File: config.mk
export PLATFORM = sky130hd
export DESIGN_NAME = syn_bht_predictor
export DESIGN_NICKNAME = d
export VERILOG_FILES = /design/src/rtl/bht_defines.sv /design/src/rtl/cmb_sat_counter2.sv /design/src/rtl/syn_bht_predictor.sv
export SDC_FILE = /design/constraint.sdc
export NUM_CORES = 1
export LEC_CHECK = 0
export ABC_AREA = 1
export BUFFER_PORTS_ARGS = -buffer_cell sky130_fd_sc_hd__buf_2
export CORE_ASPECT_RATIO = 0.8
export CORE_MARGIN = 1
export CORE_UTILIZATION = 62
export CTS_CLUSTER_DIAMETER = 120
export DETAILED_ROUTE_END_ITERATION = 12
export GPL_ROUTABILITY_DRIVEN = 0
export PLACE_DENSITY = 0.83
export SLEW_MARGIN = 20
export SYNTH_ARGS = -nofsm -noshare
export SYNTH_HDL_FRONTEND = slang
export SYNTH_SLANG_ARGS = --single-unit
File: constraint.sdc
create_clock -name clk -period 2.9 [get_ports clk]
set_input_delay 0 -clock clk [delete_from_list [all_inputs] [get_ports clk]]
set_output_delay 0 -clock clk [all_outputs]
set_load 0.02 [all_outputs]
File: src/rtl/bht_defines.sv
// Shared definitions for the branch history table: counter states and default widths.
package bht_defines;

    localparam int unsigned IM_ADDR_BIT_DEF = 10;
    localparam int unsigned ENTRY_BIT_DEF   = 4;
    localparam int unsigned STAT_BIT_DEF    = 16;

    typedef enum logic [1:0] {
        BHT_SNT = 2'd0,
        BHT_WNT = 2'd1,
        BHT_WT  = 2'd2,
        BHT_ST  = 2'd3
    } bht_ctr_t;

    localparam bht_ctr_t BHT_ALLOC = BHT_WT;

endpackage

File: src/rtl/cmb_sat_counter2.sv
// Combinational next state of a 2-bit saturating branch counter.
module cmb_sat_counter2
    import bht_defines::*;
(
    input  bht_ctr_t cur,
    input  logic     taken,
    output bht_ctr_t nxt
);

    always_comb begin
        nxt = cur;
        case (cur)
            BHT_SNT: nxt = taken ? BHT_WNT : BHT_SNT;
            BHT_WNT: nxt = taken ? BHT_WT  : BHT_SNT;
            BHT_WT:  nxt = taken ? BHT_ST  : BHT_WNT;
            BHT_ST:  nxt = taken ? BHT_ST  : BHT_WT;
            default: nxt = cur;
        endcase
    end

endmodule

File: src/rtl/syn_bht_predictor.sv
// Direct-mapped tagged branch history table producing the ps0 next-PC guess,
// trained by ps3 resolution writes, with saturating branch/mispredict statistics.
module syn_bht_predictor
    import bht_defines::*;
#(
    parameter int unsigned IM_ADDR_BIT = IM_ADDR_BIT_DEF,
    parameter int unsigned ENTRY_BIT   = ENTRY_BIT_DEF,
    parameter int unsigned STAT_BIT    = STAT_BIT_DEF
) (
    input  logic                   clk,
    input  logic                   rst_n,
    input  logic                   en,
    input  logic [IM_ADDR_BIT-1:0] pc,
    output logic [IM_ADDR_BIT-1:0] pc_guessed,
    output logic                   pred_hit,
    output logic                   pred_taken,
    input  logic                   upd_valid,
    input  logic [IM_ADDR_BIT-1:0] upd_pc,
    input  logic                   upd_taken,
    input  logic [IM_ADDR_BIT-1:0] upd_target,
    input  logic                   upd_mispred,
    output logic [STAT_BIT-1:0]    stat_branches,
    output logic [STAT_BIT-1:0]    stat_mispred
);

    localparam int unsigned ENTRIES = 1 << ENTRY_BIT;
    localparam int unsigned TAG_W   = IM_ADDR_BIT - ENTRY_BIT;

    logic [ENTRIES-1:0]     valid_q;
    logic [TAG_W-1:0]       tag_q    [ENTRIES];
    bht_ctr_t               ctr_q    [ENTRIES];
    logic [IM_ADDR_BIT-1:0] target_q [ENTRIES];
    logic [STAT_BIT-1:0]    stat_br_q;
    logic [STAT_BIT-1:0]    stat_mp_q;

    logic [ENTRY_BIT-1:0]   rd_idx;
    logic [TAG_W-1:0]       rd_tag;
    logic [ENTRY_BIT-1:0]   upd_idx;
    logic [TAG_W-1:0]       upd_tag;
    logic                   upd_hit;
    logic                   upd_acc;
    bht_ctr_t               ctr_nxt;

    always_comb begin
        rd_idx     = pc[ENTRY_BIT-1:0];
        rd_tag     = pc[IM_ADDR_BIT-1:ENTRY_BIT];
        pred_hit   = valid_q[rd_idx] && (tag_q[rd_idx] == rd_tag);
        pred_taken = pred_hit && (ctr_q[rd_idx] >= BHT_WT);
        pc_guessed = pred_taken ? target_q[rd_idx] : pc + IM_ADDR_BIT'(1);
    end

    always_comb begin
        upd_idx = upd_pc[ENTRY_BIT-1:0];
        upd_tag = upd_pc[IM_ADDR_BIT-1:ENTRY_BIT];
        upd_hit = valid_q[upd_idx] && (tag_q[upd_idx] == upd_tag);
        upd_acc = upd_valid && en;
    end

    cmb_sat_counter2 u_ctr_next (
        .cur   (ctr_q[upd_idx]),
        .taken (upd_taken),
        .nxt   (ctr_nxt)
    );

    // Tags and targets are left unreset; valid bits alone gate the lookup.
    always_ff @(posedge clk) begin
        if (!rst_n) begin
            valid_q   <= '0;
            stat_br_q <= '0;
            stat_mp_q <= '0;
            for (int unsigned i = 0; i < ENTRIES; i++) begin
                ctr_q[i] <= BHT_SNT;
            end
        end else if (upd_acc) begin
            if (upd_hit) begin
                ctr_q[upd_idx] <= ctr_nxt;
                if (upd_taken) begin
                    target_q[upd_idx] <= upd_target;
                end
            end else if (upd_taken) begin
                valid_q[upd_idx]  <= 1'b1;
                tag_q[upd_idx]    <= upd_tag;
                ctr_q[upd_idx]    <= BHT_ALLOC;
                target_q[upd_idx] <= upd_target;
            end
            if (stat_br_q != '1) begin
                stat_br_q <= stat_br_q + STAT_BIT'(1);
            end
            if (upd_mispred && (stat_mp_q != '1)) begin
                stat_mp_q <= stat_mp_q + STAT_BIT'(1);
            end
        end
    end

    always_comb begin
        stat_branches = stat_br_q;
        stat_mispred  = stat_mp_q;
    end

endmodule

### Yosys cells after proc, flatten, opt, wreduce, memory -nomap -nowiden

Memory sizes are Yosys's and may differ from the RTL's.
Cells that the tools add are included.
Widths: inputs -> output; s select.

| operators by class | value |
|---|---|
| eq/ne operators | 7 |
| bitwise gates (word level) | 4 |
| magnitude comparators | 4 |
| reductions and logical operators | 11 |
| add/subtract/negate cells | 3 |
| muxes and demuxes | 31 |

Operators with widths:

| kind | count |
|---|---|
| $add 16x1->16 const B | 2 |
| $ne 16x16->1 const B | 2 |
| $mux 1 | 20 |
| $mux 10 | 2 |
| $or 16x16->16 | 1 |
| $eq 6x6->1 | 2 |
| $add 10x1->10 const B | 1 |
| $lt 4x5->1 const B | 2 |
| $bmux 1 s4 | 2 |
| $mux 2 | 4 |
| $pmux 2 s4 | 1 |
| $logic_and 1x1->1 | 6 |
| $demux 1 s4 | 1 |
| $eq 2x2->1 const B | 2 |
| $ge 4x1->1 const B | 1 |
| $mux 4 | 1 |
| $reduce_and 2->1 | 2 |
| $reduce_and 3->1 | 1 |
| $eq 2x1->1 const B | 1 |
| $ge 2x2->1 const B | 1 |
| $logic_not 2->1 | 1 |
| $or 1x1->1 | 2 |
| $reduce_or 2->1 | 1 |
| $not 1->1 | 1 |

| storage, ports and cells | value |
|---|---|
| output and inout port bits | 44 |
| memories kept | 3 |
| word-level logic and storage cells | 66 |
| register bits | 48 |
| bits of input ports | 36 |
| bits in writable memories | 288 |

Memory list:

| name | depth | width | rd ports | clocked after memory_dff | write ports | RTL line | text |
|---|---|---|---|---|---|---|---|
| target_q | 16 | 10 | 1 | 0 | 1 | syn_bht_predictor.sv:32 | `logic [IM_ADDR_BIT-1:0] target_q [ENTRIES];` |
| tag_q | 16 | 6 | 2 | 0 | 1 | syn_bht_predictor.sv:30 | `logic [TAG_W-1:0] tag_q [ENTRIES];` |
| ctr_q | 16 | 2 | 2 | 0 | 16 | syn_bht_predictor.sv:31 | `bht_ctr_t ctr_q [ENTRIES];` |

### Longest topological paths before layout

| depth | value |
|---|---|
| depth in word-level cells | 10 |
| depth in mapped cells | 18 |
| mapped depth without buffers | 16 |

### Hierarchy

Synthesis repeated with hierarchy kept, for this count alone.

| second synthesis, totals | value |
|---|---|
| cell total of the unflattened synthesis | 1721 |
| area total of the unflattened synthesis | 15925.3 um^2 |

Modules (own cells, without submodules):

| module | area each (um^2) | sequential area each (um^2) | cells each | times used |
|---|---|---|---|---|
| syn_bht_predictor | 15904.0 | 9609.2 | 1716 | 1 |
| cmb_sat_counter2 | 21.3 | 0.0 | 5 | 1 |

### Worst setup path after synthesis

No wires, ideal clock.

| timing | value |
|---|---|
| kind | in2reg |
| start | in upd_pc[1] |
| end | mem tag_q[11][0] (netlist name), enable pin |
| setup time | 0.350 ns |
| stages on the path | 16 |
| setup slack | 0.826 ns |
| buffers on the path | 3 |
| required time | 2.550 ns |
| data arrival time | 1.725 ns |
| cells stage by stage | buf_2 -> inv_2 -> clkbuf_1 -> nand2_1 -> nand2_1 -> nand2_1 -> nand2_1 -> nor2_1 -> nand2_1 -> nand2_1 -> nand2_1 -> nor2_1 -> nand2_2 -> nand2_4 -> buf_2 -> nor2_1 |

| on the way | value |
|---|---|
| word-level cells in the longest chain between the ends | 7 |
| elaborated cells on any way between the ends | 9 |
| those cells by class | eq/ne (1); mux (6); reduce/logical (1); memory (1) |

Ends and longest elaborated chain:

| element | RTL line | text |
|---|---|---|
| from (decl) | syn_bht_predictor.sv:18 | `input logic [IM_ADDR_BIT-1:0] upd_pc,` |
| $mem_v2 16x6 / $bmux 1 s4 (equally long branches) | - |  |
| $eq 6x6->1 / $mux 1 (equally long branches) | syn_bht_predictor.sv:55 | `upd_hit = valid_q[upd_idx] && (tag_q[upd_idx] == upd_tag);` |
| $logic_and 1x1->1 | syn_bht_predictor.sv:55 |  |
| $mux 1 | syn_bht_predictor.sv:75 | `if (upd_hit) begin` |
| $mux 1 | syn_bht_predictor.sv:74 | `end else if (upd_acc) begin` |
| $mux 1 | syn_bht_predictor.sv:67 | `if (!rst_n) begin` |
| $mux 1 (not written as such) | syn_bht_predictor.sv:82 | `tag_q[upd_idx] <= upd_tag;` |
| to (decl) | syn_bht_predictor.sv:30 |  |

Parallel ways exist; a longest one is shown, timed or not. The select of a mux whose other input is x is not followed.

==> flow_summary.json <==
{
  "status": "finished, final reports clean",
  "cp-start-kind": "flop",
  "ys_types": 38,
  "reg2reg_slack_ps": 260,
  "end_kind": "output port",
  "hp-class": "in -> reg",
  "yosysWarnings": 0,
  "required_ps": 2900,
  "htree_levels": 2,
  "finalNetCount": 1856,
  "min_from": "upd_mispred",
  "synth_most_common_cell": "nand2_1",
  "overflow": 0,
  "cts_buffers": 34,
  "power_density_mw_per_mm2": 597.4,
  "ys_top_cells_by_count": "446 x nand2_1, 288 x edfxtp_1, 230 x nor2_1",
  "portBuffers": 79,
  "wl_per_cell_um": 20.33,
  "synth_top_area_frac": 0.5475,
  "slew_headroom": 0.5365,
  "chipHeight_um": 144.8,
  "dp.cells": 2084,
  "max-cap-violations": 0,
  "r2r-end": "tag_q[11][5]",
  "dr_total_vias": 13540,
  "holdWs_ps": 0.6847,
  "synth_nets": 1757,
  "finalMaxSlewViolations": 0,
  "ant_nets": 0,
  "syn_to_final_growth_pct": 13.74,
  "r2r_start": "tag_q[0][3]",
  "ir_worst_vdd_v": 0.0004014,
  "async_flop_share": 0,
  "grt_use_total": 0.3375,
  "ys_seq_area_frac": 0.6083,
  "avgSynthCellArea_um2": 9.195,
  "hold_violations": 0,
  "clock-sinks": 336,
  "multiInputGateArea_mm2": 0.005303,
  "grt_pass1_vias": 12540,
  "drtIter0Drc": 2176,
  "wl_met2_um": 19110,
  "initial_core_util": 0.6397,
  "die_w_um": 180.5,
  "worstMarginPinSlew_ps": 692.7,
  "synth.area.top_cells": "edfxtp_1 55%, nand2_1 11%, dfxtp_1 6.1%",
  "crit_path_max_fanout": 11,
  "dieArea_mm2": 0.02612,
  "clock_path_buffers": 3,
  "hold_depth": 5,
  "grt_pass1_wl_um": 67840,
  "syn_inst": 1718,
  "tns_ps": 0,
  "final_layout_size_suffix_gt1_frac": 0.1107,
  "viasPerCell": 6.267,
  "finClkSkew_ps": 18.12,
  "fin_crit_sh": 0.9362,
  "wl_met1_um": 17410,
  "power.total_mw": 10.73,
  "setup_viol_count_final": 0,
  "hpwlAfterDp_um": 29000,
  "cts_tree": "done",
  "grt_antenna_before_repair": 1,
  "fin_cells": 2161,
  "grt_max_degree": 84,
  "fillCellCount": 1701,
  "critPathKind": "reg -> out",
  "ys.flop_type": "edfxtp_1",
  "max_clock_freq_ghz": 0.3683,
  "insertion_delay_ps": 520,
  "seqCellArea_mm2": 0.009609,
  "drt_first_pass_iters": 6,
  "whs_endpoint": "stat_mispred[9]",
  "power.leakage_nw": 6.934,
  "syn_area_mm2": 0.01580,
  "core_area_mm2": 0.02469,
  "rsz0062_at_grt": "no",
  "ys_ff_latch": 336,
  "clockRootBuffer": "clkbuf_16",
  "yosysTopAreaCell": "edfxtp_1",
  "arrival_ps": 2710,
  "cts.clk_slew.worst_paths_ps": 60,
  "num_rows": 51,
  "drt-total-wl_um": 43940,
  "dr_wl_met3_um": 5878,
  "reg2reg_depth": 13,
  "maxUsedRoutingLayer": "met4",
  "synth-edff-count": 288,
  "drc": 0,
  "io_pins": 80,
  "timing.final.crit_period_ps": 2715
}
==> flip-flops by register name, summed over array words and instances (netlist names) <==
name / cells
ctr_q: 32
valid_q: 16
stat_branches: 16
stat_mispred: 16
target_q: 160
tag_q: 96
==> worst max-delay path, stage by stage (launching register included) <==
cell	delay, ps
edfxtp_1	410
nor2_1	160
nor2_1	80
o21ai_0	150
o211ai_1	150
nand3_1	110
nand2_1	60
nand2_1	70
nand2_1	50
inv_1	50
nand2_1	50
nor2_1	100
nand3_1	320
nand2_1	190
nand2_1	70
buf_2	160
==> cells by family (layout without fill, tap and decap cells) <==
family | Yosys count | in the layout | synth area share
xor gates and xnor gates | 13 | 13 | 0.007208
AOI/OAI and AO/OA | 349 | 349 | 0.1244
other | 0 | 1 | 0
buffers and inverters | 224 | 348 | 0.05727
DFF | 336 | 336 | 0.6083
and+or+nand+nor | 793 | 793 | 0.2005
adders and majority gates | 3 | 3 | 0.002376
==> placed cells by master, fill, tap and decap left out, drive strengths merged, types with 2 or more instances in the layout <==
master,synthesis,routed
nand2,451,451
edfxtp,288,288
nor2,231,231
o21ai,190,190
buf,36,136
inv,131,134
a21oi,68,68
nand3,65,65
dfxtp,48,48
clkbuf,52,42
o22ai,36,36
nor3,27,27
a22oi,17,17
o221ai,16,16
dlygate4sd3,0,15
clkinv,5,15
o211ai,14,14
xor2,12,12
nand4,7,7
nor4,5,5
nor3b,4,4
bufinv,0,4
o21bai,3,3
ha,3,3
a221oi,2,2
nand3b,2,2
clkinvlp,0,2
==> worst max path at each step <==
stage,start,end,slack [ps],depth (start not counted)
final,tag_q[0][3],pc_guessed[6],190,15
after global routing,valid_q[1],pc_guessed[4],20,14
after CTS,valid_q[5],pc_guessed[4],170,14
after detailed placement,upd_pc[0],tag_q[11][3],190,12
after global placement,upd_pc[0],tag_q[9][0],350,12
after floorplan,upd_pc[1],tag_q[11][0],830,16
==> timing repair <==
| item | CTS | global route |
|---|---|---|
| endpoints found under the setup margin | 0 | 10 |
| gates resized for setup | 0 | 1 |
| buffers inserted | 0 | 0 |
| hold buffers | 15 | 0 |
| endpoints found under the hold margin | 208 | 0 |
==> layout make-up <==
class / count / share of cell area
well taps: 318 / 0.02214
inverters: 136 / 0.02855
flip-flops and latches: 336 / 0.5348
diodes: 1 / 0.0001393
repair buffers: 151 / 0.05571
multi-input cells: 1158 / 0.2951
clock buffers: 42 / 0.05188
clock inverters: 19 / 0.01163
==> per-layer routing <==
layer  vias to the layer above  track usage
met1                      6250       0.4849
met4                         0       0.1345
met5                         -            0
met3                       162      0.06006
met2                      1075       0.5143
li1                       6055            -
==> where the power goes <==
part / internal [mW] / leakage, nW / switching, mW
registers: 5.27 / 3.02 / 0.0181
logic: 0.259 / 3.36 / 0.652
clock network: 2.66 / 0.555 / 1.88
==> stage by stage <==
step / instance area (um^2) / utilization / worst slack (ps)
floorplan: 15800 / - / 825.6
global placement: 16670 / 0.6752 / 354.4
detailed placement: 16670 / 0.6752 / 188.6
CTS: 17960 / 0.7275 / 167.6
global route: 17960 / 0.7275 / 24.98
finish: 17970 / 0.7276 / 185.1
Power figures use the tool's default switching activity.
